<file path="config.mk">
export PLATFORM = sky130hd
export DESIGN_NAME = i2c_write_scheduler
export DESIGN_NICKNAME = d
export VERILOG_FILES = /design/src/rtl/i2c_pkg.sv /design/src/rtl/i2c_rr_arbiter.sv /design/src/rtl/i2c_write_scheduler.sv
export SDC_FILE = /design/constraint.sdc
export NUM_CORES = 1
export LEC_CHECK = 0
export CAP_MARGIN = 20
export CORE_MARGIN = 3
export CORE_UTILIZATION = 47
export DETAILED_ROUTE_END_ITERATION = 8
export HOLD_SLACK_MARGIN = 0.12
export PLACE_DENSITY = 0.9
export SYNTH_ARGS = -nofsm -noshare
export SYNTH_HDL_FRONTEND = slang
export SYNTH_SLANG_ARGS = --single-unit
export TNS_END_PERCENT = 20
</file>
<file path="constraint.sdc">
create_clock -name CLK -period 3.9 [get_ports CLK]
set_input_delay 0.585 -clock CLK [delete_from_list [all_inputs] [get_ports CLK]]
set_output_delay 0.585 -clock CLK [all_outputs]
set_load 0.02 [all_outputs]
</file>
<file path="src/rtl/i2c_pkg.sv">
// Shared command codes, FSM states and bus constants for the I2C write scheduler.
package i2c_pkg;

    localparam logic [1:0] CMD_START = 2'b00;
    localparam logic [1:0] CMD_WRITE = 2'b01;
    localparam logic [1:0] CMD_STOP  = 2'b10;

    localparam logic RW_WRITE = 1'b0;

    typedef enum logic [3:0] {
        ST_IDLE,
        ST_START_ISS,
        ST_START_WT,
        ST_ADDR_ISS,
        ST_ADDR_WT,
        ST_DATA_ISS,
        ST_DATA_WT,
        ST_STOP_ISS,
        ST_STOP_WT,
        ST_FINISH
    } state_t;

endpackage

</file>
<file path="src/rtl/i2c_rr_arbiter.sv">
// Combinational round-robin pick: first set req bit scanning upward from ptr+1, wrapping.
module i2c_rr_arbiter #(
    parameter int N_REQ = 4,
    parameter int IDX_W = $clog2(N_REQ)
) (
    input  logic [N_REQ-1:0] req,
    input  logic [IDX_W-1:0] ptr,
    output logic [N_REQ-1:0] gnt,
    output logic [IDX_W-1:0] idx,
    output logic             any
);

    logic [IDX_W-1:0] cand;

    // Scan from farthest to nearest so the nearest requester after ptr wins last.
    always_comb begin
        gnt  = '0;
        idx  = '0;
        cand = '0;
        for (int k = N_REQ; k >= 1; k--) begin
            cand = IDX_W'((int'(ptr) + k) % N_REQ);
            if (req[cand]) begin
                idx = cand;
                gnt = N_REQ'(1) << cand;
            end
        end
    end

    assign any = |req;

endmodule

</file>
<file path="src/rtl/i2c_write_scheduler.sv">
// Shares one byte-level I2C master among N_REQ single-byte register writers,
// sequencing START / address / data / STOP with bounded retry on NACK.
module i2c_write_scheduler #(
    parameter int N_REQ     = 4,
    parameter int MAX_RETRY = 2
) (
    input  logic               CLK,
    input  logic               RST,
    input  logic [N_REQ-1:0]   req,
    input  logic [7*N_REQ-1:0] req_addr,
    input  logic [8*N_REQ-1:0] req_data,
    output logic [N_REQ-1:0]   gnt,
    output logic [N_REQ-1:0]   done,
    output logic [N_REQ-1:0]   err,
    output logic               busy,
    output logic               eng_cmd_valid,
    output logic [1:0]         eng_cmd,
    output logic [7:0]         eng_cmd_byte,
    input  logic               eng_cmd_ready,
    input  logic               eng_rsp_valid,
    input  logic               eng_rsp_nack
);

    import i2c_pkg::*;

    localparam int IDX_W = $clog2(N_REQ);

    state_t           state, state_nxt;
    logic [IDX_W-1:0] ptr, arb_idx;
    logic [N_REQ-1:0] arb_gnt;
    logic             arb_any;
    logic [6:0]       addr_q;
    logic [7:0]       data_q;
    logic [2:0]       retry_cnt;
    logic             nack_flag;
    logic             retry_ok;

    logic [6:0] addr_arr [N_REQ];
    logic [7:0] data_arr [N_REQ];

    for (genvar i = 0; i < N_REQ; i++) begin : g_slice
        assign addr_arr[i] = req_addr[7*i +: 7];
        assign data_arr[i] = req_data[8*i +: 8];
    end

    i2c_rr_arbiter #(.N_REQ(N_REQ), .IDX_W(IDX_W)) u_arb (
        .req (req),
        .ptr (ptr),
        .gnt (arb_gnt),
        .idx (arb_idx),
        .any (arb_any)
    );

    assign retry_ok = nack_flag && (retry_cnt < 3'(MAX_RETRY));
    assign busy     = (state != ST_IDLE);
    assign done     = (state == ST_FINISH && !nack_flag)            ? gnt : '0;
    assign err      = (state == ST_FINISH && nack_flag && !retry_ok) ? gnt : '0;

    always_ff @(posedge CLK or posedge RST) begin
        if (RST) state <= ST_IDLE;
        else     state <= state_nxt;
    end

    always_comb begin
        state_nxt     = state;
        eng_cmd_valid = 1'b0;
        eng_cmd       = CMD_START;
        eng_cmd_byte  = 8'h00;
        case (state)
            ST_IDLE:      if (arb_any) state_nxt = ST_START_ISS;
            ST_START_ISS: begin
                eng_cmd_valid = 1'b1;
                if (eng_cmd_ready) state_nxt = ST_START_WT;
            end
            ST_START_WT:  if (eng_rsp_valid) state_nxt = ST_ADDR_ISS;
            ST_ADDR_ISS: begin
                eng_cmd_valid = 1'b1;
                eng_cmd       = CMD_WRITE;
                eng_cmd_byte  = {addr_q, RW_WRITE};
                if (eng_cmd_ready) state_nxt = ST_ADDR_WT;
            end
            ST_ADDR_WT:
                if (eng_rsp_valid) state_nxt = eng_rsp_nack ? ST_STOP_ISS : ST_DATA_ISS;
            ST_DATA_ISS: begin
                eng_cmd_valid = 1'b1;
                eng_cmd       = CMD_WRITE;
                eng_cmd_byte  = data_q;
                if (eng_cmd_ready) state_nxt = ST_DATA_WT;
            end
            ST_DATA_WT:   if (eng_rsp_valid) state_nxt = ST_STOP_ISS;
            ST_STOP_ISS: begin
                eng_cmd_valid = 1'b1;
                eng_cmd       = CMD_STOP;
                if (eng_cmd_ready) state_nxt = ST_STOP_WT;
            end
            ST_STOP_WT:   if (eng_rsp_valid) state_nxt = ST_FINISH;
            // Grant is never reissued here; a retry reuses the latched operands.
            ST_FINISH:    state_nxt = retry_ok ? ST_START_ISS : ST_IDLE;
            default:      state_nxt = ST_IDLE;
        endcase
    end

    always_ff @(posedge CLK or posedge RST) begin
        if (RST) begin
            gnt       <= '0;
            ptr       <= IDX_W'(N_REQ - 1);
            addr_q    <= '0;
            data_q    <= '0;
            retry_cnt <= '0;
            nack_flag <= 1'b0;
        end else begin
            case (state)
                ST_IDLE: if (arb_any) begin
                    gnt    <= arb_gnt;
                    ptr    <= arb_idx;
                    addr_q <= addr_arr[arb_idx];
                    data_q <= data_arr[arb_idx];
                end
                ST_ADDR_WT, ST_DATA_WT:
                    if (eng_rsp_valid && eng_rsp_nack) nack_flag <= 1'b1;
                ST_FINISH: begin
                    nack_flag <= 1'b0;
                    if (retry_ok) begin
                        retry_cnt <= retry_cnt + 3'd1;
                    end else begin
                        gnt       <= '0;
                        retry_cnt <= '0;
                    end
                end
                default: ;
            endcase
        end
    end

endmodule

</file>
==> results of run 1 <==
## area by class of cell
class / instances / area (µm²)
multi-input cells: 274 / 1887
fillers: 470 / 1847
repair buffers: 99 / 993.5
flip-flops and latches: 29 / 728.2
well taps: 72 / 90.09
clock buffers: 6 / 72.57
inverters: 14 / 52.55
clock inverters: 1 / 5.005
## synth_stat cells, types with 5 or more instances
cell type and n:
a211o_1 6, nand2_1 34, nand3_1 15, o22ai_1 9, and2_1 5, nor2b_1 6, or4_1 8, a21oi_1 13
ha_1 7, o2111ai_1 6, inv_1 13, o221a_2 6, a22oi_1 7, and3_1 6, o311ai_1 7, mux2i_1 17
a32o_1 8, o21ai_0 21, nor2_1 35, buf_6 8, mux2_2 10, nor3_1 6, dfrtp_1 27, clkbuf_1 15
## layout by cell type, fill, tap and decap left out, drive strengths merged, types with 9 or more instances in the layout
cell / count
nand2: 35
inv: 14
mux2i: 17
o21ai: 23
a21oi: 13
nand3: 15
mux2: 10
dfrtp: 27
clkdlybuf4s50: 92
o22ai: 9
nor2: 36
## kinds of logic (layout without fill, tap and decap cells)
group / count (synthesis) / in the layout / synth area share
AO/OA/AOI/OAI: 104 / 104 / 0.2698
XOR/XNOR: 2 / 2 / 0.006182
AND/OR/NAND/NOR: 130 / 130 / 0.2274
flip-flops: 29 / 29 / 0.2570
multiplexers: 31 / 31 / 0.1316
adder cells (fa/ha/maj): 7 / 7 / 0.03090
buffers and inverters: 41 / 120 / 0.07726
## flip-flops by register name (all words and copies together) (netlist names)
name       cells
data_q         8
addr_q         7
gnt            4
state          4
retry_cnt      3
ptr            2
nack_flag      1
## layer usage
layer,vias up,part of all wire
met5,-,0
met2,163,0.51
met1,1540,0.42
li1,1454,-
met4,0,0.0071
met3,6,0.069
## worst max-delay path, cell delays in order (launching register included)
cell      delay [ns]
dfstp_2         0.60
inv_1           0.10
ha_1            0.48
mux4_2          0.75
or3b_1          0.47
nand2_2         0.28
nor2_1          0.07
or4_1           0.46
o311ai_1        0.12
## power by group
group / switching [µW] / total, µW / internal (µW) / leakage, µW
Sequential: 134 / 583 / 449 / 0.000346
Clock: 114 / 235 / 121 / 0.0000410
Combinational: 1190 / 2110 / 912 / 0.00114
Total: 1440 / 2920 / 1480 / 0.00152
## final timing paths
kind | endpoint | startpoint | slack, ns | depth (start not counted)
worst max-delay path | data_q[0]$_DFFE_PP0P_ | ptr[1]$_DFFE_PP1P_ | 0.46 | 8
worst min-delay path | data_q[7]$_DFFE_PP0P_ | data_q[7]$_DFFE_PP0P_ | 0.50 | 2
worst max register to register | data_q[0]$_DFFE_PP0P_ | ptr[1]$_DFFE_PP1P_ | 0.46 | 8
worst min register to register | data_q[7]$_DFFE_PP0P_ | data_q[7]$_DFFE_PP0P_ | 0.50 | 2
max in group asynchronous | ptr[0]$_DFFE_PP1P_ | RST | 2.66 | 3
min in group asynchronous | state[0]$_DFFE_PP0P_ | RST | 0.67 | 2
## metrics by stage
stage	hold WS [ns]	instances	setup WS (ns)	area [µm²]
6_report	0.4996	495	0.4550	3829
5_1_grt	0.5356	495	0.2610	3829
4_1_cts	0.4921	494	0.4764	3801
3_5_place_dp	0.4783	487	0.4588	3724
3_3_place_gp	0.4739	487	0.5777	3724
2_1_floorplan	0.4479	344	0.4454	2834
==> flow_metrics.env, run 1 <==
export IMPL_htree_levels=2
export IMPL_fp_dieH_um=83.65
export IMPL_grt_max_degree=38
export IMPL_min_period_ns=3.445
export IMPL_setup_viol=0
export IMPL_slew_headroom=0.4638
export IMPL_drive_gt1_frac=0.09929
export IMPL_wl_per_cell_um=17.81
export IMPL_root_buffer="clkbuf_8"
export IMPL_syn_to_final_growth_pct=35.10
export IMPL_synth_yosys_warnings=0
export IMPL_gr_total_overflow=0
export IMPL_die_x_um=83.65
export IMPL_ys_flop_type="dfrtp_1"
export IMPL_cts_tree="done"
export IMPL_nNetsFinal=499
export IMPL_grt_setup_unrepaired="no"
export IMPL_synth_area_leaders="dfrtp_1 24%, mux2i_1 6.0%, nor2_1 4.6%"
export IMPL_rows=27
export IMPL_grt_util_met1=0.3368
export IMPL_crit_fanout=19
export IMPL_coreArea_um2=5675
export IMPL_place_congestion=0.8339
export IMPL_hold_buffers=0
export IMPL_finalPower_uw=2923
export IMPL_grt_total_usage=0.2526
export IMPL_worst_pin_slew_ns=0.8014
export IMPL_clk_pin_slew_worst_paths_ns=0.07
export IMPL_async_flop_share=1.000
export IMPL_io_pins=93
export IMPL_end_kind="flop"
export IMPL_dp_hpwl_um=6616
export IMPL_fin_worst_skew_ns=0.01180
export IMPL_route_detailed_drc=0
export IMPL_syn_nets=420
export IMPL_drtAntennaViolNets=0
export IMPL_hold_path_class="flop to flop"
export IMPL_syn_area_um2=2834
export IMPL_met2_usage=0.4309
export IMPL_cts_sinks=29
export IMPL_synthesis_instances=344
export IMPL_synth_area_per_cell_um2=8.238
export IMPL_firstDrtPassIters=5
export IMPL_maxSlewViolCount=0
export IMPL_synth_top_cell_area_share=0.2384
export IMPL_worstPathArrival_ns=3.63
export IMPL_clock_latency_ns=0.29
export IMPL_powerDensity_nw_per_um2=763.5
export IMPL_antenna_found_initial=0
export IMPL_fmax_mhz=290.3
export IMPL_die_area_um2=6997
export IMPL_cp_data_required_time_ns=4.08
export IMPL_period_share=0.8833
export IMPL_synth_edff_count=0
export IMPL_grt_pass1_wl_um=14820
export IMPL_synth_seq_cells=29
export IMPL_wl_um=8815
export IMPL_numCtsBuffers=5
export IMPL_max_cap_violations=0
export IMPL_ir_worst_vdd_uv=496.0
export IMPL_post_cts_buffers=0
export IMPL_portBuffers=92
export IMPL_cts_buffer_depth=2
export IMPL_worstSetupPathType="flop to flop"
export IMPL_grt_use_met3=0.04146
export IMPL_p_leak_uw=0.001523
export IMPL_setup_tns_ns=0
export IMPL_vias=3163
export IMPL_viasPerCell=6.390
export IMPL_grt_busiest_layer="met2"
export IMPL_ys_types=55
export IMPL_yosysSeqAreaShare=0.2570
export IMPL_synth_top_area_cell="dfrtp_1"
export IMPL_worstSetupStartpointType="flop"
export IMPL_first_iter_violations=265
export IMPL_antenna_cells=0
export IMPL_post_route_util=0.6746
export IMPL_status="finished clean"
export IMPL_start_util=0.4993
export IMPL_grt_pass1_vias=3045
export IMPL_final_hold_violation_count=0
export IMPL_cts_resized_gates=0
(Power assumes the default switching activity.)
==> inputs of run 2 (changes only) <==
--- a/config.mk
+++ b/config.mk
@@ -11,6 +11,7 @@
 export DETAILED_ROUTE_END_ITERATION = 8
 export HOLD_SLACK_MARGIN = 0.12
 export PLACE_DENSITY = 0.9
+export SLEW_MARGIN = 0
 export SYNTH_ARGS = -nofsm -noshare
 export SYNTH_HDL_FRONTEND = slang
 export SYNTH_SLANG_ARGS = --single-unit
==> results of run 2 <==
Final layout, timing and power as in run 1 (identical DEF).
==> inputs of run 3 (changes only) <==
--- a/config.mk
+++ b/config.mk
@@ -5,7 +5,6 @@
 export SDC_FILE = /design/constraint.sdc
 export NUM_CORES = 1
 export LEC_CHECK = 0
-export CAP_MARGIN = 20
 export CORE_MARGIN = 3
 export CORE_UTILIZATION = 47
 export DETAILED_ROUTE_END_ITERATION = 8
==> flow_metrics.env, run 3 (same netlist as run 1, synthesis figures left out) <==
export IMPL_seq_area_um2=728.2
export IMPL_firstDrtPassIters=5
export IMPL_wl_per_cell_um=17.94
export IMPL_fp_dieH_um=83.65
export IMPL_final_hold_violation_count=0
export IMPL_place_congestion=0.8339
export IMPL_cp_top_family="simple AND/OR/NAND/NOR gates"
export IMPL_root_buffer="clkbuf_8"
export IMPL_hold_path_class="flop to flop"
export IMPL_layout_common_cells="92 x clkdlybuf4s50_1, 35 x nor2_1, 34 x nand2_1, 27 x dfrtp_1, 21 x o21ai_0"
export IMPL_switching_share=0.4949
export IMPL_clk_pin_slew_worst_paths_ns=0.07
export IMPL_grt_pass1_wl_um=14820
export IMPL_clock_latency_ns=0.29
export IMPL_crit_chain="inv_1 > ha_1 > mux4_2 > or3b_1 > nand2_2 > nor2_1 > or4_1 > o311ai_1"
export IMPL_final_common_cell="clkdlybuf4s50_1"
export IMPL_antenna_cells=0
export IMPL_clock_power_share=0.082
export IMPL_max_stage_delay_ns=0.75
export IMPL_viasPerCell=6.429
export IMPL_nNetsFinal=498
export IMPL_gr_total_overflow=0
export IMPL_setup_viol=0
export IMPL_cts_resized_gates=0
export IMPL_worstPathArrival_ns=3.62
export IMPL_period_share=0.8806
export IMPL_status="finished clean"
export IMPL_drive_gt1_frac=0.09716
export IMPL_portBuffers=92
export IMPL_wl_um=8860
export IMPL_rows=27
export IMPL_slew_headroom=0.2325
export IMPL_largest_reg_flops=8
export IMPL_grt_max_degree=38
export IMPL_hold_buffers=0
export IMPL_syn_to_final_growth_pct=34.13
export IMPL_grt_setup_unrepaired="no"
export IMPL_die_x_um=83.65
export IMPL_antenna_found_initial=0
export IMPL_grt_total_usage=0.2526
export IMPL_ir_worst_vdd_uv=496.1
export IMPL_powerDensity_nw_per_um2=770.2
export IMPL_crit_fanout=19
export IMPL_worst_pin_slew_ns=1.150
export IMPL_p_switching_uw=1449
export IMPL_final_cell_area_um2=3801
export IMPL_dp_hpwl_um=6616
export IMPL_cts_tree="done"
export IMPL_worstSetupPathType="flop to flop"
export IMPL_start_util=0.4993
export IMPL_p_leak_uw=0.001510
export IMPL_die_area_um2=6997
export IMPL_multiInputGateArea_um2=1887
export IMPL_maxSlewViolCount=0
export IMPL_dpl_instance_area_um2=3724
export IMPL_worstSetupStartpointType="flop"
export IMPL_reg_largest_list="data_q x8, addr_q x7"
export IMPL_seqPwrFrac=0.199
export IMPL_p_int_uw=1479
export IMPL_io_pins=93
export IMPL_min_period_ns=3.435
export IMPL_drtAntennaViolNets=0
export IMPL_end_kind="flop"
export IMPL_cp_slowest_cell="mux4_2"
export IMPL_numCtsBuffers=5
export IMPL_post_cts_buffers=0
export IMPL_max_cap_violations=0
export IMPL_cp_num_buf_inv=1
export IMPL_setup_tns_ns=0
export IMPL_grt_pass1_vias=3045
export IMPL_cts_sinks=29
export IMPL_vias=3176
export IMPL_fin_worst_skew_ns=0.01205
export IMPL_coreArea_um2=5675
export IMPL_nFillCells=477
export IMPL_fmax_mhz=291.2
export IMPL_top_register="data_q"
export IMPL_p_comb_frac=0.719
export IMPL_cts_buffer_depth=2
export IMPL_cp_data_required_time_ns=4.09
export IMPL_route_detailed_drc=0
export IMPL_htree_levels=2
export IMPL_first_iter_violations=258
==> run 3: cell count changes in the layout (fill, tap and decap cells not counted) <==
cell	previous run	this run
buf_16	1	0
==> run 3: worst min-delay path, cell delays in order (launching register included) <==
cell,delay [ns]
dfrtp_1,0.35
nand2_1,0.05
o221ai_1,0.06
==> run 3: area by class of cell <==
type | instances | area share
Inverter | 14 | 0.01382
Tap cell | 72 | 0.02370
Timing Repair Buffer | 98 | 0.2541
Clock buffer | 6 | 0.01909
Sequential cell | 29 | 0.1916
Clock inverter | 1 | 0.001317
Multi-Input combinational cell | 274 | 0.4964
==> run 3: per-layer routing <==
layer | global-route usage | wire [µm]
met3 | 0.04146 | 630
met2 | 0.4309 | 4477
met4 | 0.05117 | 65
met5 | 0 | 0
met1 | 0.3368 | 3685
==> run 3: final timing paths <==
kind / from / to / slack, ns / depth (start not counted)
setup / recovery: ptr[1]$_DFFE_PP1P_ / data_q[0]$_DFFE_PP0P_ / 0.47 / 8
hold / removal: data_q[7]$_DFFE_PP0P_ / data_q[7]$_DFFE_PP0P_ / 0.49 / 2
setup reg to reg: ptr[1]$_DFFE_PP1P_ / data_q[0]$_DFFE_PP0P_ / 0.47 / 8
hold reg to reg: data_q[7]$_DFFE_PP0P_ / data_q[7]$_DFFE_PP0P_ / 0.49 / 2
max in group asynchronous: RST / state[2]$_DFFE_PP0P_ / 2.29 / 2
min in group asynchronous: RST / data_q[7]$_DFFE_PP0P_ / 0.91 / 2
==> run 3: power by group through the flow <==
stage | sequential (µW) | clock [µW] | combinational (µW)
floorplan | 536 | 0 | 1650
global placement | 574 | 0 | 1990
detailed placement | 584 | 0 | 2070
CTS | 580 | 234 | 2080
global route | 602 | 250 | 2300
finish | 584 | 239 | 2100
==> run 3: per-stage QoR <==
stage,setup WS (ns),hold slack (ns),power (µW),util,cells
final,0.4655,0.4949,2928,0.6698,494
after global routing,0.2613,0.5356,3151,0.6698,494
after CTS,0.4764,0.4921,2894,0.6698,494
after detailed placement,0.4588,0.4783,2656,0.6561,487
after global placement,0.5777,0.4739,2567,0.6561,487
after floorplan,0.4454,0.4479,2190,-,344
